--- src/rtl/vedic_seq_mul32.sv ---
// Purpose: 32x32 unsigned multiplier that time-shares one 16x16 Vedic core over four partial products.
// Latency: 4 cycles from accept to out_valid (5 with VEDIC_SEQ_PP_REG_EN); throughput one product per 6 (7) cycles.
// Backpressure: single-entry; in_ready only in IDLE; out_valid/p held in DONE until out_ready.
// Build option: define VEDIC_SEQ_PP_REG_EN to register the 16x16 core output before accumulation.

// 8x8 leaf multiplier used as the base of the Vedic tree.
module vedic8x8 (
    input  logic [7:0]  i_a,
    input  logic [7:0]  i_b,
    output logic [15:0] o_p
);
    assign o_p = {8'd0, i_a} * {8'd0, i_b};
endmodule

// 16x16 Vedic (urdhva-tiryagbhyam) multiplier built from four 8x8 crosswise products.
module vedic16X16 (
    input  logic [15:0] i_a,
    input  logic [15:0] i_b,
    output logic [31:0] o_p
);
    logic [15:0] w_ll;
    logic [15:0] w_lh;
    logic [15:0] w_hl;
    logic [15:0] w_hh;

    vedic8x8 u_ll (.i_a(i_a[7:0]),  .i_b(i_b[7:0]),  .o_p(w_ll));
    vedic8x8 u_lh (.i_a(i_a[7:0]),  .i_b(i_b[15:8]), .o_p(w_lh));
    vedic8x8 u_hl (.i_a(i_a[15:8]), .i_b(i_b[7:0]),  .o_p(w_hl));
    vedic8x8 u_hh (.i_a(i_a[15:8]), .i_b(i_b[15:8]), .o_p(w_hh));

    // Vertical and crosswise terms summed at their weights; the sum fits in 32 bits.
    assign o_p = {16'd0, w_ll}
               + {8'd0, w_lh, 8'd0}
               + {8'd0, w_hl, 8'd0}
               + {w_hh, 16'd0};
endmodule

module vedic_seq_mul32 (
    input  logic        clk,
    input  logic        rst,
    input  logic        in_valid,
    output logic        in_ready,
    input  logic [31:0] a,
    input  logic [31:0] b,
    output logic        out_valid,
    input  logic        out_ready,
    output logic [63:0] p,
    output logic        busy
);
    localparam logic [1:0] S_IDLE = 2'd0;
    localparam logic [1:0] S_MUL  = 2'd1;
    localparam logic [1:0] S_DONE = 2'd2;

    logic [1:0]  r_state;
    logic [1:0]  r_step;
    logic        r_issue_done;
    logic [31:0] r_a;
    logic [31:0] r_b;
    logic [63:0] r_acc;
    logic        r_out_vld;

    logic [15:0] w_x;
    logic [15:0] w_y;
    logic [31:0] w_pp;
    logic        w_issue;
    logic        w_acc_en;
    logic [1:0]  w_acc_step;
    logic [31:0] w_acc_pp;
    logic        w_last;

    // Operand halves selected by the step counter: lo*lo, lo*hi, hi*lo, hi*hi.
    always_comb begin
        w_x = r_a[15:0];
        w_y = r_b[15:0];
        case (r_step)
            2'd0: begin w_x = r_a[15:0];  w_y = r_b[15:0];  end
            2'd1: begin w_x = r_a[15:0];  w_y = r_b[31:16]; end
            2'd2: begin w_x = r_a[31:16]; w_y = r_b[15:0];  end
            default: begin w_x = r_a[31:16]; w_y = r_b[31:16]; end
        endcase
    end

    vedic16X16 u_core (.i_a(w_x), .i_b(w_y), .o_p(w_pp));

    assign w_issue = (r_state == S_MUL) && !r_issue_done;

`ifdef VEDIC_SEQ_PP_REG_EN
    logic [31:0] r_pp;
    logic [1:0]  r_pp_step;
    logic        r_pp_vld;

    // Pipeline register on the core output; accumulation trails issue by one cycle.
    always_ff @(posedge clk) begin
        if (rst) begin
            r_pp      <= 32'd0;
            r_pp_step <= 2'd0;
            r_pp_vld  <= 1'b0;
        end else begin
            r_pp_vld <= w_issue;
            if (w_issue) begin
                r_pp      <= w_pp;
                r_pp_step <= r_step;
            end
        end
    end

    assign w_acc_en   = r_pp_vld;
    assign w_acc_pp   = r_pp;
    assign w_acc_step = r_pp_step;
`else
    assign w_acc_en   = w_issue;
    assign w_acc_pp   = w_pp;
    assign w_acc_step = r_step;
`endif

    // The hi*hi term is always the final accumulate of a product.
    assign w_last = w_acc_en && (w_acc_step == 2'd3);

    // Control FSM: accept/capture, step sequencing, result handshake.
    always_ff @(posedge clk) begin
        if (rst) begin
            r_state      <= S_IDLE;
            r_step       <= 2'd0;
            r_issue_done <= 1'b0;
            r_a          <= 32'd0;
            r_b          <= 32'd0;
            r_out_vld    <= 1'b0;
        end else begin
            case (r_state)
                S_IDLE: begin
                    if (in_valid) begin
                        r_a          <= a;
                        r_b          <= b;
                        r_step       <= 2'd0;
                        r_issue_done <= 1'b0;
                        r_state      <= S_MUL;
                    end
                end
                S_MUL: begin
                    if (w_issue) begin
                        r_step <= r_step + 2'd1;
                        if (r_step == 2'd3) begin
                            r_issue_done <= 1'b1;
                        end
                    end
                    if (w_last) begin
                        r_state   <= S_DONE;
                        r_out_vld <= 1'b1;
                    end
                end
                S_DONE: begin
                    if (out_ready) begin
                        r_state   <= S_IDLE;
                        r_out_vld <= 1'b0;
                    end
                end
                default: begin
                    r_state   <= S_IDLE;
                    r_out_vld <= 1'b0;
                end
            endcase
        end
    end

    // 64-bit accumulator: partial products added at weights 0, 16, 16, 32.
    always_ff @(posedge clk) begin
        if (rst) begin
            r_acc <= 64'd0;
        end else if (w_acc_en) begin
            case (w_acc_step)
                2'd0:    r_acc <= {32'd0, w_acc_pp};
                2'd1,
                2'd2:    r_acc <= r_acc + {16'd0, w_acc_pp, 16'd0};
                default: r_acc <= r_acc + {w_acc_pp, 32'd0};
            endcase
        end
    end

    assign in_ready  = (r_state == S_IDLE);
    assign busy      = (r_state != S_IDLE);
    assign out_valid = r_out_vld;
    assign p         = r_acc;
endmodule

--- config.mk ---
export PLATFORM = sky130hd
export DESIGN_NAME = vedic_seq_mul32
export DESIGN_NICKNAME = d
export VERILOG_FILES = /design/src/rtl/vedic_seq_mul32.sv
export SDC_FILE = /design/constraint.sdc
export NUM_CORES = 1
export LEC_CHECK = 0
export CORE_UTILIZATION = 55
export DETAILED_ROUTE_END_ITERATION = 8
export PLACE_DENSITY = 0.75
export SKIP_LAST_GASP = 1
export SYNTH_ARGS = -nofsm -noshare
export SYNTH_HDL_FRONTEND = slang
export SYNTH_SLANG_ARGS = --single-unit
--- constraint.sdc ---
create_clock -name clk -period 15 [get_ports clk]
set_clock_uncertainty 0.1 [all_clocks]
set_input_delay 3 -clock clk [delete_from_list [all_inputs] [get_ports clk]]
set_output_delay 3 -clock clk [all_outputs]
set_load 0.05 [all_outputs]
# Yosys cells after proc, flatten, opt, wreduce, memory -nomap -nowiden
# Index checks and enable logic that the tools add are counted.
[classes] mul=4 n_addsub=6 bitwise_logic=1 reduce_logical=15 mux=17 eq_ne=10
[op_table] operator="$pmux 64 s2" count=1
[op_table] operator="$add 64x48->64" count=1
[op_table] operator="$add 64x64->64" count=1
[op_table] operator="$mul 8x8->16" count=4
[op_table] operator="$add 32x24->32" count=1
[op_table] operator="$add 32x32->32" count=1
[op_table] operator="$mux 16" count=2
[op_table] operator="$add 16x24->25" count=1
[op_table] operator="$mux 2" count=5
[op_table] operator="$reduce_and 3->1" count=3
[op_table] operator="$ne 2x2->1 const B" count=4
[op_table] operator="$eq 2x2->1 const B" count=3
[op_table] operator="$pmux 2 s3" count=1
[op_table] operator="$reduce_or 2->1" count=3
[op_table] operator="$mux 1" count=5
[op_table] operator="$eq 2x1->1 const B" count=2
[op_table] operator="$logic_not 2->1" count=2
[op_table] operator="$pmux 2 s2" count=1
[op_table] operator="$reduce_and 4->1" count=1
[op_table] operator="$reduce_bool 2->1" count=2
[op_table] operator="$pmux 1 s3" count=1
[op_table] operator="$add 2x1->2 const B" count=1
[op_table] operator="$logic_and 1x1->1" count=2
[op_table] operator="$ne 2x1->1 const B" count=1
[op_table] operator="other kinds (4)" count=4
[word_totals] wordCells=60 reg_bits=134

# Longest topological paths before layout
# Gate-level depths: netlist of run 1.
[logic_depth] ltp_word=9 ltp_mapped=48 ltp_nobuf=45

# By module
# From an unflattened synthesis of run 1, not the netlist that was laid out.
[hier_totals] cells_unflattened=2296 hier_area_um2=18888.1
[by_module_without_submodules] module="vedic_seq_mul32" area_per_inst_um2=8893.5 cells_each=1138 seq_area_each_um2=2682.6 instances=1
[by_module_without_submodules] module="vedic8x8 at u_core.u_hl ..." area_per_inst_um2=2122.0 cells_each=243 seq_area_each_um2=0.0 instances=2
[by_module_without_submodules] module="vedic8x8 at u_core.u_ll" area_per_inst_um2=2113.3 cells_each=243 seq_area_each_um2=0.0 instances=1
[by_module_without_submodules] module="vedic8x8 at u_core.u_hh" area_per_inst_um2=2105.8 cells_each=243 seq_area_each_um2=0.0 instances=1
[by_module_without_submodules] module="vedic16X16" area_per_inst_um2=1531.5 cells_each=186 seq_area_each_um2=0.0 instances=1

# Worst setup path after synthesis of run 1
# Ideal clock, no wire load.
[synth_timing] kind="flip-flop to flip-flop" startpoint="register r_step[0]" endpoint="register r_acc[60], in the netlist p[60]" path_buffers=3 setup_slack_ps=3453 stages_incl_launch_ff=45 t_arrival_ps=11389 setup_ps=58 period_less_slack_ps=11547 t_required_ps=14842 path_cell_list="dfxtp_1 -> inv_1 -> ha_1 -> clkbuf_1 -> nor2_1 -> clkbuf_1 -> mux2i_1 -> clkbuf_1 -> nor2_1 -> ha_1 -> fa_1 -> ha_1 -> inv_1 -> fa_1 -> inv_1 -> fa_1 -> fa_1 -> inv_1 -> (+9 left out) -> fa_1 -> inv_1 -> ha_1 -> a21o_1 -> a31oi_1 -> o21ai_0 -> a21o_1 -> a311oi_2 -> and4bb_1 -> xnor2_2 -> ha_1 -> and3_2 -> nand2_1 -> a2111oi_2 -> nor2_2 -> or4_4 -> a211oi_2 -> a211o_1"
[synth_via] elab_chain_cells=9
[synth_lines] item="start, declared" line="55" rtl="logic [1:0] r_step;"
[synth_lines] item="start signal, assigned" line="141" rtl="r_step <= r_step + 2'd1;"
[synth_lines] item="$eq 2x1->1 (tied with other cells)" line="75, 170"
[synth_lines] item="$reduce_or 2->1 (no line)"
[synth_lines] item="$mux 16" line="75" rtl="case (r_step)"
[synth_lines] item="$mul 8x8->16" line="12" rtl="assign o_p = {8'd0, i_a} * {8'd0, i_b};"
[synth_lines] item="$add 16x24->25" line="33" rtl="+ {8'd0, w_lh, 8'd0}"
[synth_lines] item="$add 32x24->32" line="34" rtl="+ {8'd0, w_hl, 8'd0}"
[synth_lines] item="$add 32x32->32" line="35" rtl="+ {w_hh, 16'd0};"
[synth_lines] item="$add 64x64->64 or $add 64x48->64 (tied branches)" line="174, 173"
[synth_lines] item="$pmux 64 s2 *" line="170" rtl="case (w_acc_step)"
[synth_lines] item="end signal, assigned" line="171" rtl="2'd0: r_acc <= {32'd0, w_acc_pp};"
[synth_lines] item="end signal, assigned" line="173" rtl="2'd2: r_acc <= r_acc + {16'd0, w_acc_pp, 16'd0};"
[synth_lines] item="end signal, assigned" line="174" rtl="default: r_acc <= r_acc + {w_acc_pp, 32'd0};"
[synth_lines] item="end, declared" line="59" rtl="logic [63:0] r_acc;"
# Every way passes the cells marked *; elsewhere a longest branch is shown, timed or not.
# A chain may end at the register's enable or synchronous reset.

# Worst setup path in the final report of run 1
[layout_timing] startpoint="register r_step[0]" endpoint="register r_acc[63], in the netlist p[63]"
# The elaborated chain is that of the path after synthesis.

==> impl_metrics.env, run 1 <==
export IMPL_clkTransAtPathRegs_ps=70
export IMPL_path_max_fanout=20
export IMPL_drt_wl_total_mm=55.39
export IMPL_grt_max_degree=98
export IMPL_synth_common_cells="nand2_1, nor2_1, inv_1"
export IMPL_yosysTopAreaCell="fa_1"
export IMPL_postLayoutSetupSlackWorst_ps=1670
export IMPL_worst_r2r_path_depth=42
export IMPL_cts_resized=0
export IMPL_h_tree_depth=4
export IMPL_netlist_top_cells_area="fa_1, ha_1, dfxtp_1, nand2_1, nor2_1"
export IMPL_yosysUniqueCellTypes=90
export IMPL_grt_pass1_vias=16750
export IMPL_relSlewSlack_pct=19.82
export IMPL_min_period_ps=13330
export IMPL_holdPathStages=2
export IMPL_yosysTopAreaCellShare_pct=17.22
export IMPL_syn_inst=2348
export IMPL_ys_warn_count=0
export IMPL_globalplace_congestion=0.9752
export IMPL_die_area_um2=34990
export IMPL_ys_flop_type="dfxtp_1"
export IMPL_synth_edff_count=0
export IMPL_cts_tree="yes"
export IMPL_synth_seq_cells=134
export IMPL_status="finished clean"
export IMPL_overflow=0
export IMPL_dp_hpwl_mm=43.26
export IMPL_worst_path_largest_cell_delay_ps=960
export IMPL_area_growth_pct=12.60
export IMPL_antenna_found_initial=1
export IMPL_row_count=67
export IMPL_fin_nets=2922
export IMPL_grt_setup_unrepaired="false"
export IMPL_crit_type="flop to flop"
export IMPL_tightest_slew_ps=1198
export IMPL_worstSetupPathDepth=42
export IMPL_setup_viol_count_final=0
export IMPL_ff_latch_area_um2=2683
export IMPL_firstDrtPassIters=6
export IMPL_cts_sinks=134
export IMPL_cp_required_ps=15250
export IMPL_min_path_type="flop to flop"
export IMPL_maxCapViolations=0
export IMPL_hold_buffers=0
export IMPL_synth_area_per_cell_um2=8.021
export IMPL_avgViaCountPerCell=5.972
export IMPL_cts_max_path_buffers=2
export IMPL_grt_pass1_wl_mm=87.91
export IMPL_core_area_um2=33620
export IMPL_cts_buffers=17
export IMPL_tns_ps=0
export IMPL_async_flop_share_pct=0
export IMPL_syn_area_um2=18830
export IMPL_ir_drop_uv=96.56
export IMPL_dr_first_iter_drc_count=1453
export IMPL_worst_ep_arrival_time_ps=13580
export IMPL_synthesis_nets=2824
export IMPL_num_fill_cells=2911
export IMPL_critPathTopFamily="adder cells"
export IMPL_fmax_mhz=75.02
export IMPL_post_drt_wl_per_cell_um=19.05
export IMPL_p_leak_nw=10.31
export IMPL_cp_num_buf_inv=7
export IMPL_worst_path_max_delay_cell="mux2i_1"
export IMPL_post_synth_top_count_cell="nand2_1"
export IMPL_drive_above_1_share_pct=5.571
export IMPL_num_vias=17370
export IMPL_post_route_period_util_pct=88.87
export IMPL_die_w_um=187.0
export IMPL_crit_path_end_kind="flop"
export IMPL_initial_core_util_pct=56.02
export IMPL_cp_start_kind="flop"
export IMPL_grt_usage_pct=31.80
export IMPL_ant_nets=0
export IMPL_clkLatencyLatePin_ps=470
export IMPL_post_cts_buffers=0
export IMPL_finalMaxSlewViolations=0
export IMPL_finalHoldViolations=0
export IMPL_preCtsSetupSlack_ps=1935
export IMPL_clock_root_buffer="clkbuf_16"
export IMPL_die_h_um=187.0
export IMPL_drcViolationCount=0
export IMPL_ioPinCount=135
export IMPL_power_density_nw_per_um2=68.23
export IMPL_ys_seq_area_share_pct=14.24
export IMPL_multi_input_area_um2=14770
export IMPL_portBuffers=134
tightest hold or removal path: stages (launching register included):
cell	delay (ps)
dfxtp_1	310
nand2_1	50
a21oi_1	50
area by class of cell:
type	count	area share, %
sequential	134	12.65
clock buffer	17	2.006
clock inverter	15	0.9381
tap	448	2.643
inverter	261	4.620
timing repair buffer	167	7.481
multi-input combinational	1865	69.65
antenna	1	0.01180
path summary, 6_finish.rpt:
check                    startpoint              endpoint  slack [ps]
max reg2reg  r_step[0]$_SDFFE_PP0P_    p[63]$_SDFFE_PP0P_        1670
max          r_step[0]$_SDFFE_PP0P_    p[63]$_SDFFE_PP0P_        1670
min reg2reg    r_a[29]$_SDFFE_PP0P_  r_a[29]$_SDFFE_PP0P_         360
min            r_a[29]$_SDFFE_PP0P_  r_a[29]$_SDFFE_PP0P_         360
power breakdown:
part	internal [mW]	switching (mW)	total (mW)
logic	0.207	0.371	0.578
clock network	0.257	0.215	0.472
registers	0.376	0.0206	0.397
total	0.840	0.607	1.45
metrics by stage:
step	cells	hold WS [ps]	util (%)	cell area, µm²	total power [mW]
floorplan	2348	332.9	-	18830	0.7946
global placement	2875	343.0	61.22	20580	0.9594
detailed placement	2875	347.8	61.22	20580	0.9698
CTS	2907	356.6	63.08	21200	1.442
finish	2908	359.0	63.08	21210	1.447
global route	2908	379.0	63.08	21210	1.516
sequential cells by signal, summed over array words and instances (netlist names):
name          count
p                64
r_a              32
r_b              32
r_state           2
r_step            2
out_valid         1
r_issue_done      1
logic make-up (layout without fill, tap and decap cells):
logic type | after synthesis | count (layout) | synth area share, %
simple gates | 793 | 793 | 18.40
compound gates | 482 | 482 | 17.28
fa+ha+maj | 408 | 408 | 33.56
buf+inv | 349 | 460 | 7.454
flops | 134 | 134 | 14.24
xor+xnor | 123 | 123 | 5.760
mux | 59 | 59 | 3.295
other cells | 0 | 1 | 0
placed cells by master (no fill, tap or decap), drive strengths merged, types with 35 or more instances in the layout:
| cell | instances |
|---|---|
| a21oi | 181 |
| clkdlybuf4s50 | 133 |
| xor2 | 44 |
| a21o | 60 |
| dfxtp | 134 |
| mux2i | 35 |
| fa | 162 |
| nor3 | 62 |
| nand2 | 303 |
| nor2 | 278 |
| ha | 246 |
| o21ai | 57 |
| inv | 273 |
| xnor2 | 79 |
metal layers:
layer / global-route usage (%) / wire length [µm] / vias up
met5: 0 / 0 / -
met4: 11.16 / 1603 / 0
met3: 6.660 / 4854 / 105
met2: 50.88 / 25210 / 753
met1: 42.50 / 23720 / 8375
li1: - / - / 8133
Note: power is estimated with default switching activity, not from simulation.
==> run 2: changes to the inputs <==
--- a/config.mk
+++ b/config.mk
@@ -8,6 +8,7 @@
 export CORE_UTILIZATION = 55
 export DETAILED_ROUTE_END_ITERATION = 8
 export PLACE_DENSITY = 0.75
+export SKIP_CTS_REPAIR_TIMING = 1
 export SKIP_LAST_GASP = 1
 export SYNTH_ARGS = -nofsm -noshare
 export SYNTH_HDL_FRONTEND = slang
==> results of run 2 <==
The final DEF is identical to that of run 1; final timing and power are the same.
